`config.mk`:
```
export PLATFORM = sky130hd
export DESIGN_NAME = shift_rr_sched
export DESIGN_NICKNAME = d
export VERILOG_FILES = /design/src/rtl/shift_rr_sched.sv
export SDC_FILE = /design/constraint.sdc
export NUM_CORES = 1
export LEC_CHECK = 0
export BUFFER_PORTS_ARGS = -buffer_cell sky130_fd_sc_hd__buf_2
export CORE_MARGIN = 2
export CORE_UTILIZATION = 50
export CTS_BUF_LIST = sky130_fd_sc_hd__clkbuf_2 sky130_fd_sc_hd__clkbuf_4 sky130_fd_sc_hd__clkbuf_8
export DETAILED_ROUTE_END_ITERATION = 12
export PLACE_DENSITY = 0.82
export REMOVE_ABC_BUFFERS = 1
export SLEW_MARGIN = 5
export SYNTH_ARGS = -nofsm -noshare
export SYNTH_HDL_FRONTEND = slang
export SYNTH_SLANG_ARGS = --single-unit
```
`constraint.sdc`:
```
create_clock -name clk -period 1.5 [get_ports clk]
set_input_delay 0.3 -clock clk [delete_from_list [all_inputs] [get_ports clk]]
set_output_delay 0.3 -clock clk [all_outputs]
set_load 0.03 [all_outputs]
```
`src/rtl/shift_rr_sched.sv`:
```
// rtl/shift_rr_sched.sv - two-client round-robin scheduler around a 1-bit-per-cycle shift stage
// Optional build macro: SHIFT_ROTATE_EN (vacated bit takes the shifted-out bit, giving a rotate)
module shift_rr_sched (
   input  logic       clk,
   input  logic       rst,
   input  logic       req0_valid,
   output logic       req0_ready,
   input  logic [7:0] req0_data,
   input  logic [2:0] req0_amt,
   input  logic       req0_dir,
   input  logic       req1_valid,
   output logic       req1_ready,
   input  logic [7:0] req1_data,
   input  logic [2:0] req1_amt,
   input  logic       req1_dir,
   output logic       out_valid,
   input  logic       out_ready,
   output logic [7:0] out_data,
   output logic       out_id,
   output logic       busy
);

   typedef enum logic [1:0] {IDLE, SHIFT, DONE} state_t;

   state_t     state;
   logic       prio;
   logic [7:0] work;
   logic [2:0] cnt;
   logic       dir_r;
   logic       id_r;

   logic       idle;
   logic       grant1;
   logic       fire;
   logic [2:0] pick_amt;
   logic       fill_l;
   logic       fill_r;
   logic [7:0] step;

   // Requester 1 wins when it is alone, or when both ask and the pointer favours it.
   assign idle       = (state == IDLE) && !rst;
   assign grant1     = req1_valid && (!req0_valid || prio);
   assign req1_ready = idle && grant1;
   assign req0_ready = idle && req0_valid && !grant1;
   assign fire       = req0_ready || req1_ready;
   assign pick_amt   = grant1 ? req1_amt : req0_amt;

   always_comb begin
      fill_l = 1'b0;
      fill_r = 1'b0;
`ifdef SHIFT_ROTATE_EN
      fill_l = work[7];
      fill_r = work[0];
`endif
      step = dir_r ? {fill_r, work[7:1]} : {work[6:0], fill_l};
   end

   always_ff @(posedge clk) begin
      if (rst) begin
         state <= IDLE;
         prio  <= 1'b0;
         work  <= 8'h00;
         cnt   <= 3'd0;
         dir_r <= 1'b0;
         id_r  <= 1'b0;
      end else begin
         case (state)
            IDLE: begin
               if (fire) begin
                  id_r  <= grant1;
                  prio  <= ~grant1;
                  work  <= grant1 ? req1_data : req0_data;
                  dir_r <= grant1 ? req1_dir : req0_dir;
                  cnt   <= pick_amt;
                  state <= (pick_amt == 3'd0) ? DONE : SHIFT;
               end
            end
            SHIFT: begin
               work <= step;
               cnt  <= cnt - 3'd1;
               if (cnt == 3'd1) state <= DONE;
            end
            DONE: begin
               if (out_ready) state <= IDLE;
            end
            default: state <= IDLE;
         endcase
      end
   end

   assign out_valid = (state == DONE);
   assign busy      = (state != IDLE);
   assign out_data  = work;
   assign out_id    = id_r;

endmodule

```
; ---- After elaboration in Yosys (flattened, before gate mapping)
; Index checks and enable logic that the tools add are counted.
[word_totals]
out_inout_bits = 13
mem_count = 0
latchBits = 0
ff_bits = 16
mem_bits_rw = 0
elab_cells = 44
mem_bits_ro = 0
[op_classes]
n_mul = 0
eq_ne = 6
reduce_logical = 17
div_mod_pow = 0
shifts = 0
magnitude_cmp = 0
add_sub_neg = 1
muxes = 13
bitwise = 1
[op_table]
columns = op, count
row1 = $mux 8, 3
row2 = $pmux 8 s2, 1
row3 = $mux 2, 4
row4 = $mux 3, 2
row5 = $pmux 2 s3, 1
row6 = $pmux 3 s2, 1
row7 = $logic_and 1x1->1, 5
row8 = $ne 2x2->1 const B, 2
row9 = $reduce_and 2->1, 2
row10 = $reduce_bool 2->1, 2
row11 = $eq 3x1->1 const B, 1
row12 = $logic_not 1->1, 3
row13 = $logic_not 3->1, 1
row14 = $reduce_and 3->1, 1
row15 = $sub 3x1->3 const B, 1
row16 = $eq 2x1->1 const B, 1
row17 = $eq 2x2->1 const B, 1
row18 = $logic_not 2->1, 1
row19 = $logic_or 1x1->1, 2
row20 = $ne 2x1->1 const B, 1
row21 = $mux 1, 1
row22 = $not 1->1, 1

; ---- Logic depth before layout (Yosys ltp)
[depth]
depth_word = 8
ltp_mapped = 6

; ---- Worst setup path after synthesis
; Ideal clock, no wire load.
[synth_timing]
path_type = reg-to-output
start = register state[0]
end = output port req1_ready
setup_slack_ps = -333
stages_incl_launch_ff = 4
path_buffers = 0
arrival_time_ps = 1533
t_required_ps = 1200
cell_sequence = dfxtp_1 > nor2_1 > inv_1 > nor3_1
[synth_between]
elab_chain_cells = 3
[synth_lines]
columns = item, line_no
row1 = "start, declared", 25  ; state_t state;
row2 = "start signal, assigned", 75  ; state <= (pick_amt == 3'd0) ? DONE : SHIFT;
row3 = $logic_not 2->1, 41  ; assign idle = (state == IDLE) && !rst;
row4 = $logic_and 1x1->1, 41
row5 = $logic_and 1x1->1, 43  ; assign req1_ready = idle && grant1;
row6 = "end, declared", 12  ; output logic req1_ready,
; Every way passes these cells.

; ---- Worst setup path in the final report
[layout_timing]
start = register prio
end = output port req0_ready
[layout_between]
elab_chain_cells = 4
[layout_lines]
columns = item, line_no
row1 = "start, declared", 26  ; logic prio;
row2 = "start signal, assigned", 71  ; prio <= ~grant1;
row3 = $logic_or 1x1->1, 42  ; assign grant1 = req1_valid && (!req0_valid || prio);
row4 = $logic_and 1x1->1, 42
row5 = $logic_not 1->1, 44  ; assign req0_ready = idle && req0_valid && !grant1;
row6 = $logic_and 1x1->1, 44
row7 = "end, declared", 7  ; output logic req0_ready,
; Every way passes these cells.

==> out/metrics.csv <==
metric;value;unit
fin_ws;-1.489;ps
sequentialPowerShare;0.318;
clkLatencyLatePin;290;ps
maxSlewViolCount;0;
synth_flop_cell;dfxtp_1;
layout-drive-gt1-share;0.4176;
grt_pass1_vias;1125;
place_congestion;0.9531;
status;finished with violations;
rsz0062_at_grt;yes;
postRouteAntennaNets;0;
ios;42;
synthArstFlopShare;0;
final.setup_skew;2.680;ps
cp.required;1200;ps
timing.final.crit_period;1501;ps
die_h;50.42;um
grt_max_degree;14;
syn_to_final_growth;34.15;%
hold_class;primary input to flip-flop;
synth_top_cell_area_share;0.2973;
synth_area_leaders;dfxtp_1, a21oi_1, mux2i_1;
max_freq;666.0;MHz
wire_per_inst;15.25;um
finalSetupViolCount;1;
io_buffers;41;
dpl-instance-area;1340;um2
syn-instance-count;133;
start_util;0.5381;
clkSlewWorstSetupHoldPaths;100;ps
via_count;1249;
holdWs;282.7;ps
yosysSeqAreaShare;0.2973;
synth_warnings;0;
clockBufferDepth;2;
diodes;0;
yosysTopAreaCell;dfxtp_1;
synth-edff-count;0;
p_switching;1099;uW
pre_cts_ws;44.24;ps
clock-sinks;16;
p_comb_frac;0.583;
relSlewSlack;0.7073;
timing.final.crit_share;1.001;
drt_first_pass_iters;4;
synth_commonest_cells;a21oi_1, dfxtp_1, nor2_1, and3_1;
p_int;1266;uW
tritoncts;done;
power.leakage;0.0006734;uW
drt-total-wl;3.187;mm
netSwitchingFraction;0.4647;
track_usage;0.2423;
root_buffer;clkbuf_4;
hold_viol_final;0;
grt_pass1_wl;4.712;mm
grt-ovfl-total;0;
power.total;2366;uW
setup.worst_path.start_class;flip-flop;
tightest_slew;438.4;ps
stdcell_count;209;
crit_type;flip-flop to output port;
violations;setup timing;
syn_area;1077;um2
drv_cap;0;
fin_area;1445;um2
antenna_found_initial;0;
crit_path_end_kind;output port;
rows;16;
drt_iter0_drc;40;
drc_errors;0;
ir_worst_vdd;1067;uV
placed_cells;203;
yosys.cell_types.count;40;
syn_area_per_cell;8.100;um2
clock_power_share;0.099;
crit_fanout;3;
nets;215;
cts.htree.levels;1;
design.die.area;2542;um2
die_w;50.42;um
core_area;2002;um2
routed_via_density;5.976;
crit_arrival;1200;ps
cellPowerDensity;1637;nW/um2
ys_ff_latch;16;
cts_made_buffers;3;
post-dp-hpwl;2.313;mm
hold_buffers;0;
[path summary, 6_finish.rpt]
kind | slack [ps] | endpoint | from | depth (start not counted)
worst max-delay path | -1 | req0_ready | prio | 4
worst min-delay path | 280 | dir_r | req1_dir | 3
worst max register to register | 60 | state[1] | prio | 5
worst min register to register | 470 | prio | prio | 1
[metrics by stage]
step           TNS (ps)  utilization
4_1_cts          -2.042       0.7025
6_report         -1.489       0.7219
5_1_grt          -43.45       0.7219
3_3_place_gp          0       0.6694
2_1_floorplan    -391.1            -
3_5_place_dp          0       0.6694
[power by group through the flow]
stage | logic [uW] | registers (uW) | clock network (uW)
floorplan | 719 | 818 | 0
global placement | 1210 | 726 | 0
detailed placement | 1250 | 736 | 0
CTS | 1300 | 748 | 236
global route | 1480 | 767 | 248
finish | 1380 | 753 | 234
[timing repair]
| item | CTS | global route |
|---|---|---|
| pin swaps | 0 | 4 |
| buffers inserted | 1 | 2 |
| setup endpoints to repair | 2 | 4 |
| resized for setup | 13 | 7 |
[layer usage]
metal | vias to the layer above | track usage | wire, um
li1 | 593 | - | -
met2 | 66 | 0.4035 | 1516
met3 | 10 | 0.02381 | 227
met4 | 0 | 0.1441 | 79
met5 | - | 0 | 0
met1 | 580 | 0.3013 | 1363
[flip-flops by register name, summed over array words and instances, names as in the netlist]
signal / count
out_id: 1
state: 2
cnt: 3
dir_r: 1
out_data: 8
prio: 1
[critical path, stage by stage (launching register included)]
cell and delay, ps:
dfxtp_2 340, nand2b_4 150, nand2_4 80, and4_4 210, buf_6 120
[layout make-up]
cell class	count	area (um2)
timing repair buffer	56	330.3
sequential	16	329.1
multi-input combinational	102	710.7
inverter	5	18.77
tap	27	33.78
clock buffer	3	22.52
fill	163	556.8
[cells by family (layout without fill, tap and decap cells)]
family,count (synthesis),in the layout,share of synthesized area
buffers and inverters,15,64,0.07897
muxes,6,6,0.05575
AOI/OAI and AO/OA,50,50,0.3217
adders and majority gates,2,2,0.02323
and+or+nand+nor,44,44,0.2230
DFF,16,16,0.2973
[layout by cell type (no fill, tap or decap), drive strengths merged, types with 2 or more instances in the layout]
cell    count
nor3        3
nor2       13
buf        56
ha          2
inv         5
a21oi      16
dfxtp      16
nand2       5
a211oi      3
nand3       3
a311oi      2
o21bai      2
nand2b      2
clkbuf      3
o21ai       8
a21boi      7
mux2i       6
nor2b       3
o41ai       2
and3       10
a211o       2
Note: power is estimated with default switching activity, not from simulation.
